===== config.mk =====
export PLATFORM = sky130hd
export DESIGN_NAME = fetch_unit_flat
export DESIGN_NICKNAME = d
export VERILOG_FILES = /design/src/rtl/fetch_unit_if.sv /design/src/rtl/fetch_unit.sv /design/src/flat_wrapper.sv
export SDC_FILE = /design/constraint.sdc
export NUM_CORES = 1
export LEC_CHECK = 0
export BUFFER_PORTS_ARGS = -buffer_cell sky130_fd_sc_hd__buf_2
export CAP_MARGIN = 5
export CELL_PAD_IN_SITES_DETAIL_PLACEMENT = 0
export CELL_PAD_IN_SITES_GLOBAL_PLACEMENT = 1
export CORE_MARGIN = 10
export CORE_UTILIZATION = 34
export CTS_CLUSTER_SIZE = 30
export DETAILED_ROUTE_END_ITERATION = 6
export PLACE_DENSITY = 0.8
export SKIP_CTS_REPAIR_TIMING = 1
export SLEW_MARGIN = 20
export SYNTH_ARGS = -nofsm -noshare
export SYNTH_HDL_FRONTEND = slang
export SYNTH_SLANG_ARGS = --single-unit

===== constraint.sdc =====
create_clock -name clk -period 3.3 [get_ports clk]
set_clock_uncertainty 0.15 [all_clocks]
set_input_delay 0.495 -clock clk [delete_from_list [all_inputs] [get_ports clk]]
set_output_delay 0.495 -clock clk [all_outputs]
set_load 0.05 [all_outputs]

===== src/rtl/fetch_unit_if.sv =====
// Instruction-memory request/ack bus between the fetch unit (master) and instruction memory (slave).
interface fetch_unit_if;
    logic        imem_req;
    logic [31:0] imem_addr;
    logic        imem_ack;
    logic [31:0] imem_rdata;

    modport master (
        output imem_req,
        output imem_addr,
        input  imem_ack,
        input  imem_rdata
    );

    modport slave (
        input  imem_req,
        input  imem_addr,
        output imem_ack,
        output imem_rdata
    );
endinterface


===== src/rtl/fetch_unit.sv =====
// Instruction fetch stage: holds the PC, fetches words over a req/ack bus and presents
// the registered instruction and its decoded fields to the controller.
module fetch_unit #(
    parameter logic [31:0] RESET_PC = 32'h0000_0000,
    parameter int unsigned TIMEOUT  = 16
) (
    input  logic                clk,
    input  logic                rst,
    fetch_unit_if.master        imem,
    input  logic                stall,
    input  logic                PCSrc,
    input  logic [31:0]         Result,
    output logic [31:0]         instr,
    output logic                instr_valid,
    output logic [3:0]          Cond,
    output logic [1:0]          Op,
    output logic [5:0]          Funct,
    output logic [31:0]         pc_plus8,
    output logic                fetch_err
);

    typedef enum logic [1:0] {RST, REQ, HOLD} state_t;

    localparam logic [7:0]  CNT_LAST = 8'(TIMEOUT - 1);
    localparam logic [31:0] PC_MASK  = 32'hFFFF_FFFC;

    state_t      state;
    logic [31:0] pc;
    logic [31:0] pc_next;
    logic [7:0]  cnt;
    logic        req;

    // Redirect target drops the byte offset; otherwise fall through (wraps mod 2^32).
    always_comb begin
        pc_next = pc + 32'd4;
        if (PCSrc) begin
            pc_next = Result & PC_MASK;
        end
    end

    always_ff @(posedge clk or negedge rst) begin
        if (!rst) begin
            state       <= RST;
            pc          <= RESET_PC;
            pc_plus8    <= RESET_PC + 32'd8;
            cnt         <= '0;
            req         <= 1'b0;
            instr       <= '0;
            instr_valid <= 1'b0;
            fetch_err   <= 1'b0;
        end else begin
            case (state)
                RST: begin
                    req   <= 1'b1;
                    state <= REQ;
                end
                REQ: begin
                    if (imem.imem_ack) begin
                        instr       <= imem.imem_rdata;
                        instr_valid <= 1'b1;
                        req         <= 1'b0;
                        cnt         <= '0;
                        state       <= HOLD;
                    end else begin
                        if (cnt != 8'hFF) begin
                            cnt <= cnt + 8'd1;
                        end
                        // Request stays up after a timeout; the flag only reports it.
                        if (cnt >= CNT_LAST) begin
                            fetch_err <= 1'b1;
                        end
                    end
                end
                HOLD: begin
                    if (!stall) begin
                        pc          <= pc_next;
                        pc_plus8    <= pc_next + 32'd8;
                        instr_valid <= 1'b0;
                        req         <= 1'b1;
                        state       <= REQ;
                    end
                end
                default: begin
                    req   <= 1'b0;
                    state <= RST;
                end
            endcase
        end
    end

    assign imem.imem_req  = req;
    assign imem.imem_addr = pc;

    assign Cond  = instr[31:28];
    assign Op    = instr[27:26];
    assign Funct = instr[25:20];

endmodule


===== src/flat_wrapper.sv =====
// flat-port wrapper written by rule: the top's interface ports become plain ports
module fetch_unit_flat 
#(
    parameter logic [31:0] RESET_PC = 32'h0000_0000,
    parameter int unsigned TIMEOUT  = 16
)
  (clk, rst, stall, PCSrc, Result, instr, instr_valid, Cond, Op, Funct, pc_plus8, fetch_err, imem_imem_req, imem_imem_addr, imem_imem_ack, imem_imem_rdata);
  fetch_unit_if imem_i ();
  input  logic clk;
  input  logic rst;
  input  logic stall;
  input  logic PCSrc;
  input  logic [31:0] Result;
  output logic [31:0] instr;
  output logic instr_valid;
  output logic [3:0] Cond;
  output logic [1:0] Op;
  output logic [5:0] Funct;
  output logic [31:0] pc_plus8;
  output logic fetch_err;
  output wire logic [$bits(imem_i.imem_req)-1:0] imem_imem_req;
  output wire logic [$bits(imem_i.imem_addr)-1:0] imem_imem_addr;
  input wire logic [$bits(imem_i.imem_ack)-1:0] imem_imem_ack;
  input wire logic [$bits(imem_i.imem_rdata)-1:0] imem_imem_rdata;
  assign imem_imem_req = imem_i.imem_req;
  assign imem_imem_addr = imem_i.imem_addr;
  assign imem_i.imem_ack = imem_imem_ack;
  assign imem_i.imem_rdata = imem_imem_rdata;
  fetch_unit #(.RESET_PC(RESET_PC), .TIMEOUT(TIMEOUT)) u_core (.clk(clk), .rst(rst), .imem(imem_i), .stall(stall), .PCSrc(PCSrc), .Result(Result), .instr(instr), .instr_valid(instr_valid), .Cond(Cond), .Op(Op), .Funct(Funct), .pc_plus8(pc_plus8), .fetch_err(fetch_err));
endmodule

-- Word-level counts from Yosys, hierarchy flattened
Index checks and enable logic that the tools add are counted.
- add/subtract/negate cells: 3
- $lt $le $gt $ge: 1
- equal/unequal tests: 5
- mux-type cells: 12
- bitwise operators: 2
- reductions and logical operators: 9
- operators by type and width (kind ; count):
    $add 32x3->32 const B ; 1
    $add 32x4->32 const B ; 1
    $mux 32 ; 1
    $mux 8 ; 2
    $add 8x1->8 const B ; 1
    $ge 8x4->1 const B ; 1
    $ne 8x8->1 const B ; 1
    $reduce_and 2->1 ; 4
    $pmux 2 s3 ; 1
    $reduce_and 3->1 ; 2
    $mux 1 ; 4
    $mux 2 ; 2
    $ne 2x2->1 const B ; 2
    $reduce_bool 2->1 ; 2
    $pmux 1 s3 ; 1
    $eq 2x1->1 const B ; 1
    $eq 2x2->1 const B ; 1
    $logic_not 2->1 ; 1
    $not 1->1 ; 2
    $pmux 1 s2 ; 1
- register bits: 109
- input port bits: 69
- output and inout port bits: 111
- word-level logic and storage cells: 40

-- Depth between registers and ports, before layout
Gate-level depths: netlist of run 1.
- depth after elaboration: 3
- depth in mapped cells: 11
- depth with buffers taken out: 10

-- Least setup slack after synthesis of run 1
Ideal clock, no wire load.
- kind: flip-flop to flip-flop
- start point: register u_core.pc[2] (netlist: u_core.imem.imem_addr[2])
- end point: register u_core.pc_plus8[31]
- setup time: 0.082 ns
- arrival: 3.449 ns
- data required time: 3.068 ns
- setup slack: -0.381 ns
- stages on the path, launching flop included: 11
- path buffers: 1
- period minus slack after synthesis: 3.681 ns
- cells stage by stage: dfrtp_1 -> ha_1 -> nand4_2 -> or4_1 -> buf_2 -> or4_4 -> and3_4 -> a2111oi_4 -> nand3_4 -> or4_1 -> a31oi_1
- word-level cells in the longest chain between the ends: 3
- ends and longest elaborated chain (item ; RTL line ; source):
    from (decl) ; fetch_unit.sv:28 ; logic [31:0] pc;
    from (signal assigned) ; fetch_unit.sv:76 ; pc <= pc_next;
    $add 32x3->32 ; fetch_unit.sv:35 ; pc_next = pc + 32'd4;
    $mux 32 ; fetch_unit.sv:36 ; if (PCSrc) begin
    $add 32x4->32 ; fetch_unit.sv:77 ; pc_plus8 <= pc_next + 32'd8;
    to (signal assigned) ; fetch_unit.sv:45 ; pc_plus8 <= RESET_PC + 32'd8;
    to (signal assigned) ; fetch_unit.sv:77 ;
    to (decl) ; fetch_unit.sv:18 ; output logic [31:0] pc_plus8,
No other way between the ends.
A chain may end at the register's enable or synchronous reset.

-- Worst setup path in the final report of run 1
- start point: register u_core.pc[13] (netlist: u_core.imem.imem_addr[13])
- end point: register u_core.pc_plus8[31]
The elaborated chain is that of the path after synthesis.

==> results of run 1 <==
-- cells by family (layout without fill, tap and decap cells) --
logic type / count (synthesis) / in the layout / share of synthesized area [%]
simple gates: 354 / 354 / 28.5
compound gates: 120 / 120 / 13.4
flops: 103 / 103 / 43.5
buf+inv: 64 / 267 / 6.77
xor+xnor: 40 / 40 / 5.90
mux: 6 / 6 / 1.05
fa+ha+maj: 4 / 4 / 0.843
other cells: 1 / 5 / 0.0632
-- flip-flops by register name, indices dropped and copies added (netlist names) --
| signal | count |
|---|---|
| u_core.cnt | 8 |
| u_core.fetch_err | 1 |
| u_core.imem.imem_addr | 30 |
| u_core.instr | 32 |
| u_core.instr_valid | 1 |
| u_core.pc_plus8 | 29 |
| u_core.state | 2 |
-- per-layer routing --
metal  part of all wire, %  wire length [um]  GRT usage (%)
met1                    46              8540           20.2
met2                    45              8400           24.3
met3                   7.6              1420           5.02
met4                   1.3               233           4.63
met5                     0                 0              0
-- critical path, cell delays in order (launching register included) --
cell and delay (ns):
sky130_fd_sc_hd__dfrtp_2 0.41, sky130_fd_sc_hd__nand3_2 0.14, sky130_fd_sc_hd__or4_4 0.57, sky130_fd_sc_hd__or4_4 0.44, sky130_fd_sc_hd__and3_4 0.20, sky130_fd_sc_hd__a2111oi_4 0.32
sky130_fd_sc_hd__buf_4 0.21, sky130_fd_sc_hd__nand3_4 0.07, sky130_fd_sc_hd__or4_4 0.41, sky130_fd_sc_hd__a31oi_1 0.19
-- worst max path at each step --
| stage | cells after the start | start | endpoint | slack [ns] |
|---|---|---|---|---|
| 2_1_floorplan | 10 | u_core.imem.imem_addr[2]$_DFFE_PN0P_ | u_core.pc_plus8[31]$_DFFE_PN0P_ | -0.04 |
| 3_3_place_gp | 11 | u_core.imem.imem_addr[13]$_DFFE_PN0P_ | u_core.pc_plus8[31]$_DFFE_PN0P_ | 0.14 |
| 3_5_place_dp | 11 | u_core.imem.imem_addr[2]$_DFFE_PN0P_ | u_core.pc_plus8[21]$_DFFE_PN0P_ | 0.09 |
| 4_1_cts | 11 | u_core.imem.imem_addr[2]$_DFFE_PN0P_ | u_core.pc_plus8[21]$_DFFE_PN0P_ | 0.07 |
| 5_1_grt | 10 | u_core.imem.imem_addr[2]$_DFFE_PN0P_ | u_core.pc_plus8[31]$_DFFE_PN0P_ | -0.03 |
| 6_report | 9 | u_core.imem.imem_addr[13]$_DFFE_PN0P_ | u_core.pc_plus8[31]$_DFFE_PN0P_ | 0.11 |
-- cell type report --
cell class / count / area, um2
antenna: 1 / 2.50
fill: 1737 / 9530
inverter: 5 / 18.8
multi-input combinational: 528 / 3040
tap: 225 / 282
sequential: 103 / 2590
clock inverter: 5 / 38.8
timing repair buffer: 246 / 1420
clock buffer: 11 / 253
-- through the flow --
step / util, % / setup slack [ns] / std cells / power, mW
3_3_place_gp: 42.4 / 0.144 / 1103 / 6.98
5_1_grt: 44.5 / -0.0291 / 1123 / 8.57
6_report: 44.5 / 0.108 / 1124 / 8.06
2_1_floorplan: - / -0.0385 / 695 / 5.77
4_1_cts: 44.1 / 0.0717 / 1119 / 8.12
3_5_place_dp: 42.4 / 0.0856 / 1103 / 7.03
-- cell usage in the layout (no fill, tap or decap), drive strengths merged, types with 3 or more instances in the layout --
cell type	n
inv	7
o31a	4
nor4	16
nor2	27
a31oi	6
o31ai	12
nand3	27
nor3	15
xor2	13
and3	7
o21a	7
ha	4
a21o	4
xnor2	27
a211oi	3
dfrtp	102
buf	246
mux2i	4
a21oi	6
clkbuf	11
nand2	202
or4	11
nand3b	3
conb	4
and4	4
nand4	16
o211ai	3
or3	3
nand2b	13
o21ai	61
-- where the power goes --
group / internal, mW / switching, mW
sequential: 1.83 / 0.430
clock: 0.560 / 0.513
combinational: 1.21 / 3.52
==> metrics.yaml, run 1 <==
placed_design:
  io_buffer_count: 173
  placed_area_um2: 7280
  globalplace.congestion: 0.843
  half_perimeter_wire_length_of_the_detailed_placement_result_um: 14600
routing:
  vias_per_cell: 4.91
  routedWlPerCell_um: 16.5
  route.final.wire_length_um: 18600
  drc: 0
  via_count: 5517
  drt_iter0_drc: 206
  drt_first_pass_iters: 5
  antenna_violating_nets_post_route: 0
grt:
  grt_max_degree: 82
  vias_in_the_first_global_route: 5398
  globalRouteTotalUtil_pct: 15.6
  number_of_antenna_violations_at_the_first_check_in_global_routing: 1
  grt_first_pass_wirelength_um: 29700
  remaining_global_route_overflow: 0
cts:
  clkSlewWorstSetupHoldPaths_ns: 0.07
  cts_root_buf: "sky130_fd_sc_hd__clkbuf_16"
  num_cts_buffers: 9
  clk_path_buf_depth: 2
  cts.sinks: 103
  htreeDepth: 3
  cts_tree: "done"
  clock_latency_ns: 0.36
sta:
  drv_slew: 0
  fin_worst_hold_slack_ns: -0.0197
  finalHoldViolCount: 7
  layout_worst_path_cycle_share_pct: 96.7
  count_of_final_setup_violators: 0
  timing_worst_slew_pin_value_ns: 0.872
  max_freq_mhz: 313
  layout_min_cycle_time_ns: 3.19
  max-slew-margin-rel_pct: 41.9
  setup_tns_ns: 0
logic_synthesis:
  synth_area_um2: 5930
  top_post_synthesis_cells_by_count: "202 x sky130_fd_sc_hd__nand2_1, 102 x sky130_fd_sc_hd__dfrtp_1, 61 x sky130_fd_sc_hd__o21ai_0, 27 x sky130_fd_sc_hd__nor2_1, 27 x sky130_fd_sc_hd__xnor2_1"
  synth_seq_cells: 103
  yosys.cell_count.top_type: "sky130_fd_sc_hd__nand2_1"
  cell_count_after_synthesis: 692
  yosysSeqAreaShare_pct: 43.5
  postSynth.topFlopCell: "sky130_fd_sc_hd__dfrtp_1"
  avgSynthCellArea_um2: 8.58
  synthTopCellsByArea: "sky130_fd_sc_hd__dfrtp_1 43%, sky130_fd_sc_hd__nand2_1 13%, sky130_fd_sc_hd__o21ai_0 5.1%"
  async_flop_share_pct: 100
  ys_types: 68
  synth_largest_type_area_fraction_pct: 43.0
  synth_enable_flop_cells: 0
  yosys.area.top_type: "sky130_fd_sc_hd__dfrtp_1"
  synth_warnings: 0
setup_path:
  ff2ff_setup_slack_ns: 0.11
  worstPathRequired_ns: 3.42
  crit_fanout: 5
  critical_path.reg2reg.endpoint: "u_core.pc_plus8[31]$_DFFE_PN0P_"
  crit_type: "reg2reg"
  timing.critical_path.to_type: "flop"
  cp_data_arrival_time_ns: 3.31
  cp-start-kind: "flop"
  crit-reg2reg-launch: "u_core.imem.imem_addr[13]$_DFFE_PN0P_"
  ff2ff_path_depth: 9
run:
  drv.max_cap_violation_count: 0
cells_and_area:
  area_delta_synth_final_pct: 28.8
  design_area_um2: 7640
  drive_above_1_share_pct: 34.4
  finalNetCount: 966
hold_path:
  path_class_of_the_lowest_slack_min_delay_path: "in2async"
floorplan:
  die-width_um: 152
  floorplan.io_pins: 180
  dieArea_um2: 23100
  start_util_pct: 34.5
  floorplan.rows: 48
  dieHeight_um: 152
  core-area_um2: 17200
outcome:
  outcome: "finished with violations"
  violations: "negative hold slack"
power_and_ir_drop:
  leakagePower_nw: 3.65
  vdd_ir_max_mv: 0.572
  powerDensity_nw_per_um2: 1050
(Power assumes the default switching activity.)
==> inputs of run 2 (changes only) <==
--- a/config.mk
+++ b/config.mk
@@ -9,7 +9,6 @@
 export CAP_MARGIN = 5
 export CELL_PAD_IN_SITES_DETAIL_PLACEMENT = 0
 export CELL_PAD_IN_SITES_GLOBAL_PLACEMENT = 1
-export CORE_MARGIN = 10
 export CORE_UTILIZATION = 34
 export CTS_CLUSTER_SIZE = 30
 export DETAILED_ROUTE_END_ITERATION = 6
==> run 2 against run 1 <==
  * The run now ends clean
  * Global-route usage grew 3.6 points
  * Highest routed layer unchanged
  * Design area shrank 0.41%
  * Clock power grew 4%
  * Sequential cell count is the same
  * Worst setup slack gained 0.074 ns
  * Fmax grew 2.4%
  * Count of clock-buffer cells in the layout shrank 2
==> metrics.yaml, run 2 (same netlist as run 1, synthesis figures left out) <==
setup_path:
  cpLargestDelayFamily: "simple AND/OR/NAND/NOR gates"
  timing.critical_path.to_type: "flop"
  ff2ff_path_depth: 10
  cp_slowest_cell: "sky130_fd_sc_hd__or4_4"
  critical_path.startpoint: "u_core.imem.imem_addr[3]$_DFFE_PN0P_"
  crit_fanout: 8
  ff2ff_setup_slack_ns: 0.18
  worstPathRequired_ns: 3.44
  cp-start-kind: "flop"
  cp.buffers_inverters: 2
  cp_cell_sequence: "buf_4 -> nand4_1 -> or4_4 -> nor4_1 -> o31ai_1 -> nor4_2 -> buf_4 -> nand3_1 -> or4_1 -> a31oi_1"
  crit_path_max_incr_delay_ns: 0.52
  cp_data_arrival_time_ns: 3.25
  critical_path.reg2reg.endpoint: "u_core.pc_plus8[31]$_DFFE_PN0P_"
  critical_path.most_common_cell: "sky130_fd_sc_hd__buf_4"
  crit-reg2reg-launch: "u_core.imem.imem_addr[3]$_DFFE_PN0P_"
  crit_type: "reg2reg"
cells_and_area:
  drive_above_1_share_pct: 33.8
  area_delta_synth_final_pct: 28.3
  post-route-util_pct: 45.3
  largest_register_ffs: 32
  design_area_um2: 7610
  finalNetCount: 956
  commonest_cells_after_routing_fill_and_taps_aside: "202 x sky130_fd_sc_hd__nand2_1, 172 x sky130_fd_sc_hd__buf_2, 89 x sky130_fd_sc_hd__dfrtp_1"
  top_register: "u_core.instr"
  layout.cells.most_common: "sky130_fd_sc_hd__nand2_1"
grt:
  globalRouteTotalUtil_pct: 19.3
  remaining_global_route_overflow: 0
  number_of_antenna_violations_at_the_first_check_in_global_routing: 1
  grt_first_pass_wirelength_um: 27000
  vias_in_the_first_global_route: 5048
  grt_max_degree: 103
floorplan:
  dieHeight_um: 134
  core-area_um2: 16800
  floorplan.io_pins: 180
  floorplan.rows: 47
  die-width_um: 134
  dieArea_um2: 18000
  start_util_pct: 35.3
routing:
  via_count: 5484
  routedWlPerCell_um: 15.3
  drc: 0
  antenna_violating_nets_post_route: 0
  vias_per_cell: 4.94
  drt_first_pass_iters: 4
  route.final.wire_length_um: 16900
  drt_iter0_drc: 388
hold_path:
  path_class_of_the_lowest_slack_min_delay_path: "in2async"
power_and_ir_drop:
  fin_total_pwr_mw: 8.04
  vdd_ir_max_mv: 0.641
  powerDensity_nw_per_um2: 1060
  leakagePower_nw: 3.62
cts:
  num_cts_buffers: 9
  htreeDepth: 3
  cts_tree: "done"
  clkSlewWorstSetupHoldPaths_ns: 0.08
  clock_latency_ns: 0.37
  clk_path_buf_depth: 2
  cts.sinks: 103
  cts_root_buf: "sky130_fd_sc_hd__clkbuf_16"
sta:
  timing_worst_slew_pin_value_ns: 0.754
  count_of_final_setup_violators: 0
  setup_slack_ns: 0.182
  rsz0062_at_grt: "false"
  layout_min_cycle_time_ns: 3.12
  max_freq_mhz: 321
  layout_worst_path_cycle_share_pct: 94.5
  setup_tns_ns: 0
  max-slew-margin-rel_pct: 49.7
  drv_slew: 0
  finalHoldViolCount: 0
run:
  drv.max_cap_violation_count: 0
placed_design:
  half_perimeter_wire_length_of_the_detailed_placement_result_um: 12700
  placed_area_um2: 7240
  globalplace.congestion: 0.870
  io_buffer_count: 173
  pre_cts_ws_ns: 0.0683
outcome:
  outcome: "finished clean"
## run 2: cell count changes in the layout (fill, tap and decap cells not counted), sizes merged
cell	delta
buf	-10
clkbuf	-2
inv	+2
clkinv	+1
clkinvlp	-1
## run 2: worst max path at each step
stage	endpoint	slack [ns]	depth (start not counted)
after floorplan	u_core.pc_plus8[31]$_DFFE_PN0P_	-0.04	10
after global placement	u_core.pc_plus8[31]$_DFFE_PN0P_	0.1	10
after detailed placement	u_core.pc_plus8[31]$_DFFE_PN0P_	0.07	10
after CTS	u_core.pc_plus8[31]$_DFFE_PN0P_	0.04	10
after global routing	u_core.pc_plus8[30]$_DFFE_PN0P_	0.009	12
final	u_core.pc_plus8[31]$_DFFE_PN0P_	0.18	10
## run 2: layer usage
metal,part of all wire (%),track usage (%),vias up
met2,44,29.4,181
li1,-,-,2763
met1,47,26.8,2521
met4,1.6,6.99,0
met3,6.7,3.97,19
met5,0,0,-
## run 2: report_power, final
group | internal [mW] | switching (mW) | total, mW | leakage [nW]
Combinational | 1.20 | 3.46 | 4.66 | 2.19
Sequential | 1.83 | 0.446 | 2.27 | 1.27
Clock | 0.546 | 0.566 | 1.11 | 0.151
## run 2: cell type report
type | instances | area [um2]
inverter | 5 | 18.8
tap | 220 | 275
clock buffer | 9 | 225
antenna | 1 | 2.50
sequential | 103 | 2590
fill | 1677 | 9210
timing repair buffer | 236 | 1380
multi-input combinational | 528 | 3030
clock inverter | 7 | 83.8
## run 2: stage by stage
stage	hold slack, ns	std cells
5_1_grt	0.115	1108
2_1_floorplan	0.0494	695
3_5_place_dp	0.306	1090
3_3_place_gp	0.301	1090
4_1_cts	0.0761	1106
6_report	0.0476	1109
## run 2: worst reg2reg max path: stages, from the launching register on
cell and delay, ns:
sky130_fd_sc_hd__dfrtp_2 0.47, sky130_fd_sc_hd__buf_4 0.15, sky130_fd_sc_hd__nand4_1 0.18, sky130_fd_sc_hd__or4_4 0.52, sky130_fd_sc_hd__nor4_1 0.28, sky130_fd_sc_hd__o31ai_1 0.15
sky130_fd_sc_hd__nor4_2 0.26, sky130_fd_sc_hd__buf_4 0.17, sky130_fd_sc_hd__nand3_1 0.09, sky130_fd_sc_hd__or4_1 0.47, sky130_fd_sc_hd__a31oi_1 0.16
==> inputs of run 3 (changes only) <==
--- a/config.mk
+++ b/config.mk
@@ -13,6 +13,7 @@
 export CTS_CLUSTER_SIZE = 30
 export DETAILED_ROUTE_END_ITERATION = 6
 export PLACE_DENSITY = 0.8
+export RECOVER_POWER = 100
 export SKIP_CTS_REPAIR_TIMING = 1
 export SLEW_MARGIN = 20
 export SYNTH_ARGS = -nofsm -noshare
==> run 3 against run 2 <==
  * The flow now finishes with violations (max-capacitance violations, max-slew violations)
  * Sequential power is essentially flat
  * Design area shrank 2.5%
  * Wire length grew 0.43%
  * Global-route usage is the same
  * Die area unchanged
  * Cell count did not move
  * Largest cell class unchanged
==> metrics.yaml, run 3 (same netlist as run 1, synthesis figures left out) <==
placed_design:
  globalplace.congestion: 0.870
  half_perimeter_wire_length_of_the_detailed_placement_result_um: 12700
  io_buffer_count: 173
  place.detailed.instances: 1090
  placed_area_um2: 7240
cells_and_area:
  top_register: "u_core.instr"
  commonest_cells_after_routing_fill_and_taps_aside: "202 x sky130_fd_sc_hd__nand2_1, 113 x sky130_fd_sc_hd__clkbuf_1, 89 x sky130_fd_sc_hd__dfrtp_1"
  layout.cells.most_common: "sky130_fd_sc_hd__nand2_1"
  area_delta_synth_final_pct: 25.0
  finalNetCount: 956
  drive_above_1_share_pct: 20.8
  largest_register_ffs: 32
  layoutNonFillerInstCount: 1109
  design_area_um2: 7420
floorplan:
  floorplan.io_pins: 180
  core-area_um2: 16800
  start_util_pct: 35.3
  floorplan.rows: 47
  die-width_um: 134
  dieHeight_um: 134
  dieArea_um2: 18000
setup_path:
  worstPathRequired_ns: 3.44
  crit_type: "reg2reg"
  timing.critical_path.to_type: "flop"
  crit_fanout: 8
  cp-start-kind: "flop"
  cp_data_arrival_time_ns: 3.28
outcome:
  outcome: "finished with violations"
  violations: "max-capacitance violations, max-slew violations"
cts:
  cts_root_buf: "sky130_fd_sc_hd__clkbuf_16"
  cts.sinks: 103
  clock_latency_ns: 0.37
  cts_tree: "done"
  num_cts_buffers: 9
  clk_path_buf_depth: 2
  clkSlewWorstSetupHoldPaths_ns: 0.08
  htreeDepth: 3
routing:
  drc: 0
  vias_per_cell: 4.97
  routedWlPerCell_um: 15.3
  drt_iter0_drc: 366
  drt_first_pass_iters: 6
  antenna_violating_nets_post_route: 0
  route.final.wire_length_um: 17000
  via_count: 5513
power_and_ir_drop:
  powerDensity_nw_per_um2: 1060
  leakagePower_nw: 3.24
  vdd_ir_max_mv: 0.608
sta:
  count_of_final_setup_violators: 0
  layout_min_cycle_time_ns: 3.14
  timing_worst_slew_pin_value_ns: 1.72
  max-slew-margin-rel_pct: -14.7
  max_freq_mhz: 319
  layout_worst_path_cycle_share_pct: 95.1
  setup_tns_ns: 0
  drv_slew: 59
  finalHoldViolCount: 0
grt:
  globalRouteTotalUtil_pct: 19.3
  grt_first_pass_wirelength_um: 27000
  remaining_global_route_overflow: 0
  vias_in_the_first_global_route: 5048
  grt_max_degree: 103
  number_of_antenna_violations_at_the_first_check_in_global_routing: 1
hold_path:
  path_class_of_the_lowest_slack_min_delay_path: "in2reg"
run:
  drv.max_cap_violation_count: 1
[run 3: cell count changes in the layout (fill, tap and decap cells not counted), sizes merged]
cell | previous run | this run
buf | 236 | 120
clkbuf | 9 | 125
[run 3: layout make-up]
| cell class | count | area, um2 |
|---|---|---|
| diodes | 1 | 2.50 |
| multi-input cells | 528 | 3020 |
| clock inverters | 7 | 83.8 |
| repair buffers | 236 | 1200 |
| fillers | 1735 | 9400 |
| clock buffers | 9 | 225 |
| flip-flops and latches | 103 | 2590 |
| inverters | 5 | 18.8 |
| well taps | 220 | 275 |
[run 3: worst paths after layout]
kind / startpoint / to / slack [ns] / cells past startpoint
min in group asynchronous: rst / u_core.fetch_err$_DFFE_PN0P_ / 0.32 / 1
max in group asynchronous: rst / u_core.instr[10]$_DFFE_PN0P_ / 1.09 / 2
hold reg to reg: u_core.pc_plus8[3]$_DFFE_PN1P_ / u_core.pc_plus8[3]$_DFFE_PN1P_ / 0.32 / 2
setup / recovery: u_core.imem.imem_addr[3]$_DFFE_PN0P_ / u_core.pc_plus8[31]$_DFFE_PN0P_ / 0.16 / 10
hold / removal: imem_imem_rdata[15] / u_core.instr[15]$_DFFE_PN0P_ / 0.16 / 3
setup reg to reg: u_core.imem.imem_addr[3]$_DFFE_PN0P_ / u_core.pc_plus8[31]$_DFFE_PN0P_ / 0.16 / 10
[run 3: power breakdown]
| part | internal [mW] | total [mW] | switching [mW] |
|---|---|---|---|
| Sequential | 1.83 | 2.29 | 0.464 |
| Clock | 0.546 | 1.11 | 0.564 |
| Combinational | 1.01 | 4.48 | 3.46 |
| Total | 3.38 | 7.88 | 4.49 |
[run 3: critical path, cell delays in order, from the launching register on]
cell and delay, ns:
sky130_fd_sc_hd__dfrtp_2 0.47, sky130_fd_sc_hd__buf_4 0.15, sky130_fd_sc_hd__nand4_1 0.18, sky130_fd_sc_hd__or4_4 0.52
sky130_fd_sc_hd__nor4_1 0.27, sky130_fd_sc_hd__o31ai_1 0.15, sky130_fd_sc_hd__nor4_2 0.28, sky130_fd_sc_hd__buf_4 0.17
sky130_fd_sc_hd__nand3_1 0.09, sky130_fd_sc_hd__or4_1 0.47, sky130_fd_sc_hd__a31oi_1 0.16
[run 3: metal layers]
metal	global-route usage (%)	vias up	share of wire, %
li1	-	2758	-
met4	6.99	0	1.9
met2	29.4	174	44
met3	3.97	26	6.2
met1	26.8	2555	48
met5	0	-	0
[run 3: metrics by stage]
stage | power (mW) | setup slack (ns) | hold slack, ns | utilization (%)
final | 7.88 | 0.162 | 0.163 | 44.1
after CTS | 8.08 | 0.0402 | 0.0761 | 44.9
after global routing | 8.36 | -0.00255 | 0.161 | 44.1
after floorplan | 5.77 | -0.0385 | 0.0494 | -
after global placement | 6.91 | 0.0979 | 0.301 | 43.1
after detailed placement | 6.95 | 0.0683 | 0.306 | 43.1
